--- config.mk ---
export PLATFORM = sky130hd
export DESIGN_NAME = mult_seq
export DESIGN_NICKNAME = d
export VERILOG_FILES = /design/src/rtl/mult_pkg.sv /design/src/rtl/mult_seq_cond_negate.sv /design/src/rtl/mult_seq.sv
export SDC_FILE = /design/constraint.sdc
export NUM_CORES = 1
export LEC_CHECK = 0
export CAP_MARGIN = 20
export CORE_MARGIN = 10
export CORE_UTILIZATION = 38
export CTS_BUF_LIST = sky130_fd_sc_hd__clkbuf_4 sky130_fd_sc_hd__clkbuf_8 sky130_fd_sc_hd__clkbuf_16
export CTS_CLUSTER_SIZE = 40
export DETAILED_ROUTE_END_ITERATION = 10
export GPL_TIMING_DRIVEN = 1
export PLACE_DENSITY = 0.57
export SLEW_MARGIN = 40
export SYNTH_ARGS = -nofsm -noshare
export SYNTH_HDL_FRONTEND = slang
export SYNTH_SLANG_ARGS = --single-unit
--- constraint.sdc ---
create_clock -name clk -period 2.5 [get_ports clk]
set_clock_uncertainty 0.15 [all_clocks]
set_input_delay 0.5 -clock clk [delete_from_list [all_inputs] [get_ports clk]]
set_output_delay 0.5 -clock clk [all_outputs]
set_load 0.02 [all_outputs]
--- src/rtl/mult_pkg.sv ---
// Shared definitions for the iterative shift-add multiplier.
package mult_pkg;

    typedef enum logic [1:0] {
        IDLE,
        RUN,
        FIX
    } mult_state_t;

    localparam int unsigned MULT_W_DEFAULT = 5;
    localparam int unsigned MULT_CNT_W     = $clog2(MULT_W_DEFAULT);

    // Two's-complement negation on a 64-bit carrier; callers cast the
    // result down to their 2W-bit product width (valid for W <= 32).
    function automatic logic [63:0] negate_2w(input logic [63:0] x);
        return ~x + 64'd1;
    endfunction

endpackage

--- src/rtl/mult_seq_cond_negate.sv ---
// Combinational conditional negation, used to form operand magnitudes.
module cond_negate
    import mult_pkg::*;
#(
    parameter int unsigned N = 5
) (
    input  logic         neg,
    input  logic [N-1:0] operand,
    output logic [N-1:0] magnitude
);

    // Negate when requested; -2^(N-1) maps onto 2^(N-1) as an unsigned value.
    always_comb begin
        magnitude = neg ? (~operand + {{(N-1){1'b0}}, 1'b1}) : operand;
    end

endmodule

--- src/rtl/mult_seq.sv ---
// Iterative shift-add multiplier with unsigned/signed modes and start/done.
module mult_seq
    import mult_pkg::*;
#(
    parameter int unsigned W = MULT_W_DEFAULT
) (
    input  logic           clk,
    input  logic           rst,
    input  logic           enable,
    input  logic           start,
    input  logic           signed_mode,
    input  logic [W-1:0]   A,
    input  logic [W-1:0]   B,
    output logic [2*W-1:0] RESULT,
    output logic           busy,
    output logic           done
);

    localparam int unsigned CNT_W = $clog2(W);

    mult_state_t      state;
    mult_state_t      state_next;

    logic [W-1:0]     mag_a;
    logic [W-1:0]     mag_b;
    logic             neg;
    logic [2*W-1:0]   acc;
    logic [2*W-1:0]   acc_step;
    logic [W:0]       upper_sum;
    logic [CNT_W-1:0] cnt;
    logic             last_iter;

    logic [W-1:0]     a_mag_in;
    logic [W-1:0]     b_mag_in;

    cond_negate #(.N(W)) u_neg_a (
        .neg       (signed_mode & A[W-1]),
        .operand   (A),
        .magnitude (a_mag_in)
    );

    cond_negate #(.N(W)) u_neg_b (
        .neg       (signed_mode & B[W-1]),
        .operand   (B),
        .magnitude (b_mag_in)
    );

    // State register; enable gates every transition, reset wins.
    always_ff @(posedge clk) begin
        if (rst) begin
            state <= IDLE;
        end else if (enable) begin
            state <= state_next;
        end
    end

    // Next-state selection and the busy flag.
    always_comb begin
        state_next = state;
        busy       = (state != IDLE);
        last_iter  = (cnt == CNT_W'(W - 1));
        case (state)
            IDLE:    if (start) state_next = RUN;
            RUN:     if (last_iter) state_next = FIX;
            FIX:     state_next = IDLE;
            default: state_next = IDLE;
        endcase
    end

    // One shift-add step: conditional add into the upper half keeping the
    // carry, then the carry becomes the new MSB as the whole word shifts right.
    always_comb begin
        upper_sum = {1'b0, acc[2*W-1:W]} + (mag_b[0] ? {1'b0, mag_a} : '0);
        acc_step  = {upper_sum, acc[W-1:1]};
    end

    // Datapath registers: operand capture, iteration, and result/done update.
    always_ff @(posedge clk) begin
        if (rst) begin
            mag_a  <= '0;
            mag_b  <= '0;
            neg    <= 1'b0;
            acc    <= '0;
            cnt    <= '0;
            RESULT <= '0;
            done   <= 1'b0;
        end else if (enable) begin
            done <= 1'b0;
            case (state)
                IDLE: begin
                    if (start) begin
                        mag_a <= a_mag_in;
                        mag_b <= b_mag_in;
                        neg   <= signed_mode & (A[W-1] ^ B[W-1]);
                        acc   <= '0;
                        cnt   <= '0;
                    end
                end
                RUN: begin
                    acc   <= acc_step;
                    mag_b <= mag_b >> 1;
                    cnt   <= cnt + 1'b1;
                end
                FIX: begin
                    RESULT <= neg ? (2*W)'(negate_2w(64'(acc))) : acc;
                    done   <= 1'b1;
                end
                default: ;
            endcase
        end
    end

endmodule

==> metrics.log <==
[metrics] CP arrival: roughly 1.5 ns
[metrics] top_reg_cell synth: sky130_fd_sc_hd__dfxtp_1
[metrics] top-level port count: 27
[metrics] dpl cells: around 310
[metrics] Worst Path Class, Setup: flop to output port
[metrics] global-route wire length before repair: 6.82 mm
[metrics] initial antenna violation count: 0
[metrics] area enclosed by the die boundary: around 8400 µm²
[metrics] diode insertion count for antenna repair: 0
[metrics] filler-free cell count of the finished design: between 300 and 400
[metrics] core occupancy in the finished layout: between 40% and 50%
[metrics] Netlist cell types: 41
[metrics] GRT Overall Usage: about a tenth
[metrics] nets in the synthesized netlist: between 200 and 250
[metrics] element type at the critical path end: output port
[metrics] clock buffers created by TritonCTS: 5
[metrics] total of cells resized after clock tree synthesis: 0
[metrics] total grt overflow: 0
[metrics] critical path, cell by cell: or2_2 > clkdlybuf4s50_1
[metrics] setup repair after global routing missed its margin: no
[metrics] Slew @ Worst Pin: between 0.4 and 0.5 ns
[metrics] Port Buffer Count: 26
[metrics] highest achievable clock rate: between 0.4 and 0.5 GHz
[metrics] Root Buffer: sky130_fd_sc_hd__clkbuf_8
[metrics] Required @ worst endpoint: 1.85 ns
[metrics] number of flops mapped to enable cells by yosys: 0
[metrics] endpoints failing hold: 0
[metrics] worst min-delay path category: flop to flop
[metrics] number of nets in the layout: ~270
[metrics] TritonCTS clock tree: built
[metrics] total of endpoints with negative setup slack in the final report: 0
[metrics] detailed-route wire length per cell: 12.0 µm
[metrics] number of design rule violations left after detail routing: 0
[metrics] number of instances in the synthesized netlist: 222
[metrics] initial core utilization: ~39%
[metrics] Warnings, synthesis: 0
[metrics] number of synthesized register bits: 37
[metrics] number of global-route vias before repair: approximately 1500
[metrics] clock net sink count: 37
[metrics] initial drt markers: between 50 and 60
[metrics] area growth from synthesis to layout: 23.6%
[metrics] die height: between 90 and 100 µm
[metrics] quantity of hold-fixing buffers added after cts: 0
[metrics] setup repair bufs after CTS: 0
[metrics] CP max-delay cell: sky130_fd_sc_hd__clkdlybuf4s50_1
[metrics] depth of the worst register-to-register path: 7
[metrics] maximum root-to-sink buffer count: 2
[metrics] delay contributed by the slowest stage of the critical path: roughly 0.54 ns
[metrics] footprint of the multi-input gates: ~1100 µm²
[metrics] worst slack on hold paths: 0.307 ns
[metrics] Detailed Place HPWL: 2.89 mm
[metrics] post-synth top area cell: sky130_fd_sc_hd__dfxtp_1
[metrics] Hold Path Cell Cnt: 2
[metrics] cell area power density: about 530 nW/µm²
[metrics] Seq. cell area: 741 µm²
[metrics] # rows: 26
[metrics] number of max-cap violations: 0
[metrics] Final TNS setup: 0 ns
[metrics] maximum fanout along the worst path: 8
[metrics] count of H-tree levels built during CTS: 2
[metrics] status: finished, final reports clean
[metrics] synth top area cells: sky130_fd_sc_hd__dfxtp_1 (38%), sky130_fd_sc_hd__ha_1 (6.4%), sky130_fd_sc_hd__nor2_1 (6.2%)
[metrics] final worst path period need: 2.16 ns
[metrics] Chip Width: 91.6 µm
[metrics] average cell area after synthesis: between 8 and 9 µm²
[metrics] max_slew headroom: approximately 68%
[metrics] area of the mapped netlist: 1950 µm²
[metrics] Core Region: about 5000 µm²
[metrics] number of vias in the routed layout: around 1600
[metrics] Max rail drop VDD: between 0.2 and 0.3 mV
[metrics] 1st-pass router iterations: 4
[metrics] clock-pin slew on the worst setup and hold paths: about 0.070 ns
[metrics] layout cells sized above 1: around 8.0%
[metrics] CP startpoint kind: flop
[metrics] Yosys top cell area share: a little under two fifths
[metrics] Seq/Total Area, Yosys: a little under two fifths
[metrics] clock latency on the worst-skew pair: about 0.29 ns
[metrics] most frequent cell after synthesis: sky130_fd_sc_hd__dfxtp_1
[metrics] top cells by instance count after synthesis: sky130_fd_sc_hd__dfxtp_1 (37), sky130_fd_sc_hd__nor2_1 (32), sky130_fd_sc_hd__xor2_1 (12)
[metrics] Placer Congestion: roughly 0.77
[metrics] final slew viol count: 0
[metrics] standard cell area after detailed placement: 2290 µm²
[metrics] largest net degree at the start of global routing: 25
[metrics] static leakage power: roughly 0.95 nW
[metrics] layout filler cell count: roughly 510
[metrics] ratio of final minimum period to clock period: ~86%
[metrics] share of async-settable or async-resettable flops after synthesis: 0%
[metrics] per-cell via count in the routed design: between 4 and 5
[metrics] routed wire length: 3.84 mm
[metrics] number of routed nets with antenna violations: 0
[metrics] summed area of non-filler cells in the final layout: between 2000 and 2500 µm²
[area by class of cell]
cell class,instances,share of cell area [%]
inverters,11,1.71
well taps,70,3.63
repair buffers,32,12.7
flip-flops and latches,37,30.7
clock inverters,2,1.56
multi-input cells,161,46.3
clock buffers,6,3.43
[worst paths after layout]
check                start  endpoint  slack [ns]
setup reg to reg  mag_b[0]    acc[8]        0.59
setup / recovery  state[0]      busy        0.34
hold / removal    mag_b[1]  mag_b[1]        0.31
hold reg to reg   mag_b[1]  mag_b[1]        0.31
[sequential cells by signal, indices dropped and copies added (netlist names)]
signal / cells
RESULT: 10
acc: 10
mag_a: 5
mag_b: 5
cnt: 3
state: 2
done: 1
neg: 1
[per-layer routing]
metal | part of all wire (%) | track usage [%] | up-vias
met2 | 46 | 15.5 | 28
met4 | 0.83 | 3.13 | 0
met5 | 0 | 0 | -
met1 | 47 | 11.3 | 706
li1 | - | - | 842
met3 | 5.7 | 4.24 | 5
[cell usage in the layout (no fill, tap or decap), drive strengths merged, types with 8 or more instances in the layout]
cell,instances
clkdlybuf4s50,26
a22oi,8
a211oi,11
dfxtp,37
xor2,12
ha,10
inv,11
nor2,32
nand2,10
a21oi,11
[metrics by stage]
| step | power (mW) | worst slack, ns |
|---|---|---|
| 2_1_floorplan | 0.699 | 0.736 |
| 3_3_place_gp | 0.750 | 0.243 |
| 3_5_place_dp | 0.751 | 0.219 |
| 4_1_cts | 1.30 | 0.321 |
| 5_1_grt | 1.35 | 0.277 |
| 6_report | 1.28 | 0.343 |
[cell families (layout without fill, tap and decap cells)]
family          Yosys count  in the layout  share of synthesized area, %
mux                       5              5                          2.57
xor+xnor                 14             14                          6.29
compound gates           54             54                          20.7
fa+ha+maj                11             11                          7.45
flops                    37             37                          38.0
buf+inv                  24             51                          4.81
simple gates             77             77                          20.2
[worst max-delay path: cells and delay by family (launching register included)]
family	cells	cell delay, ns
DFF	1	0.38
buffers and inverters	1	0.54
and+or+nand+nor	1	0.31
[report_power, final]
part	internal [mW]	leakage (nW)	switching, mW
registers	0.602	0.300	0.0106
clock network	0.324	0.0574	0.216
logic	0.0588	0.596	0.0643
Power figures use the tool's default switching activity.
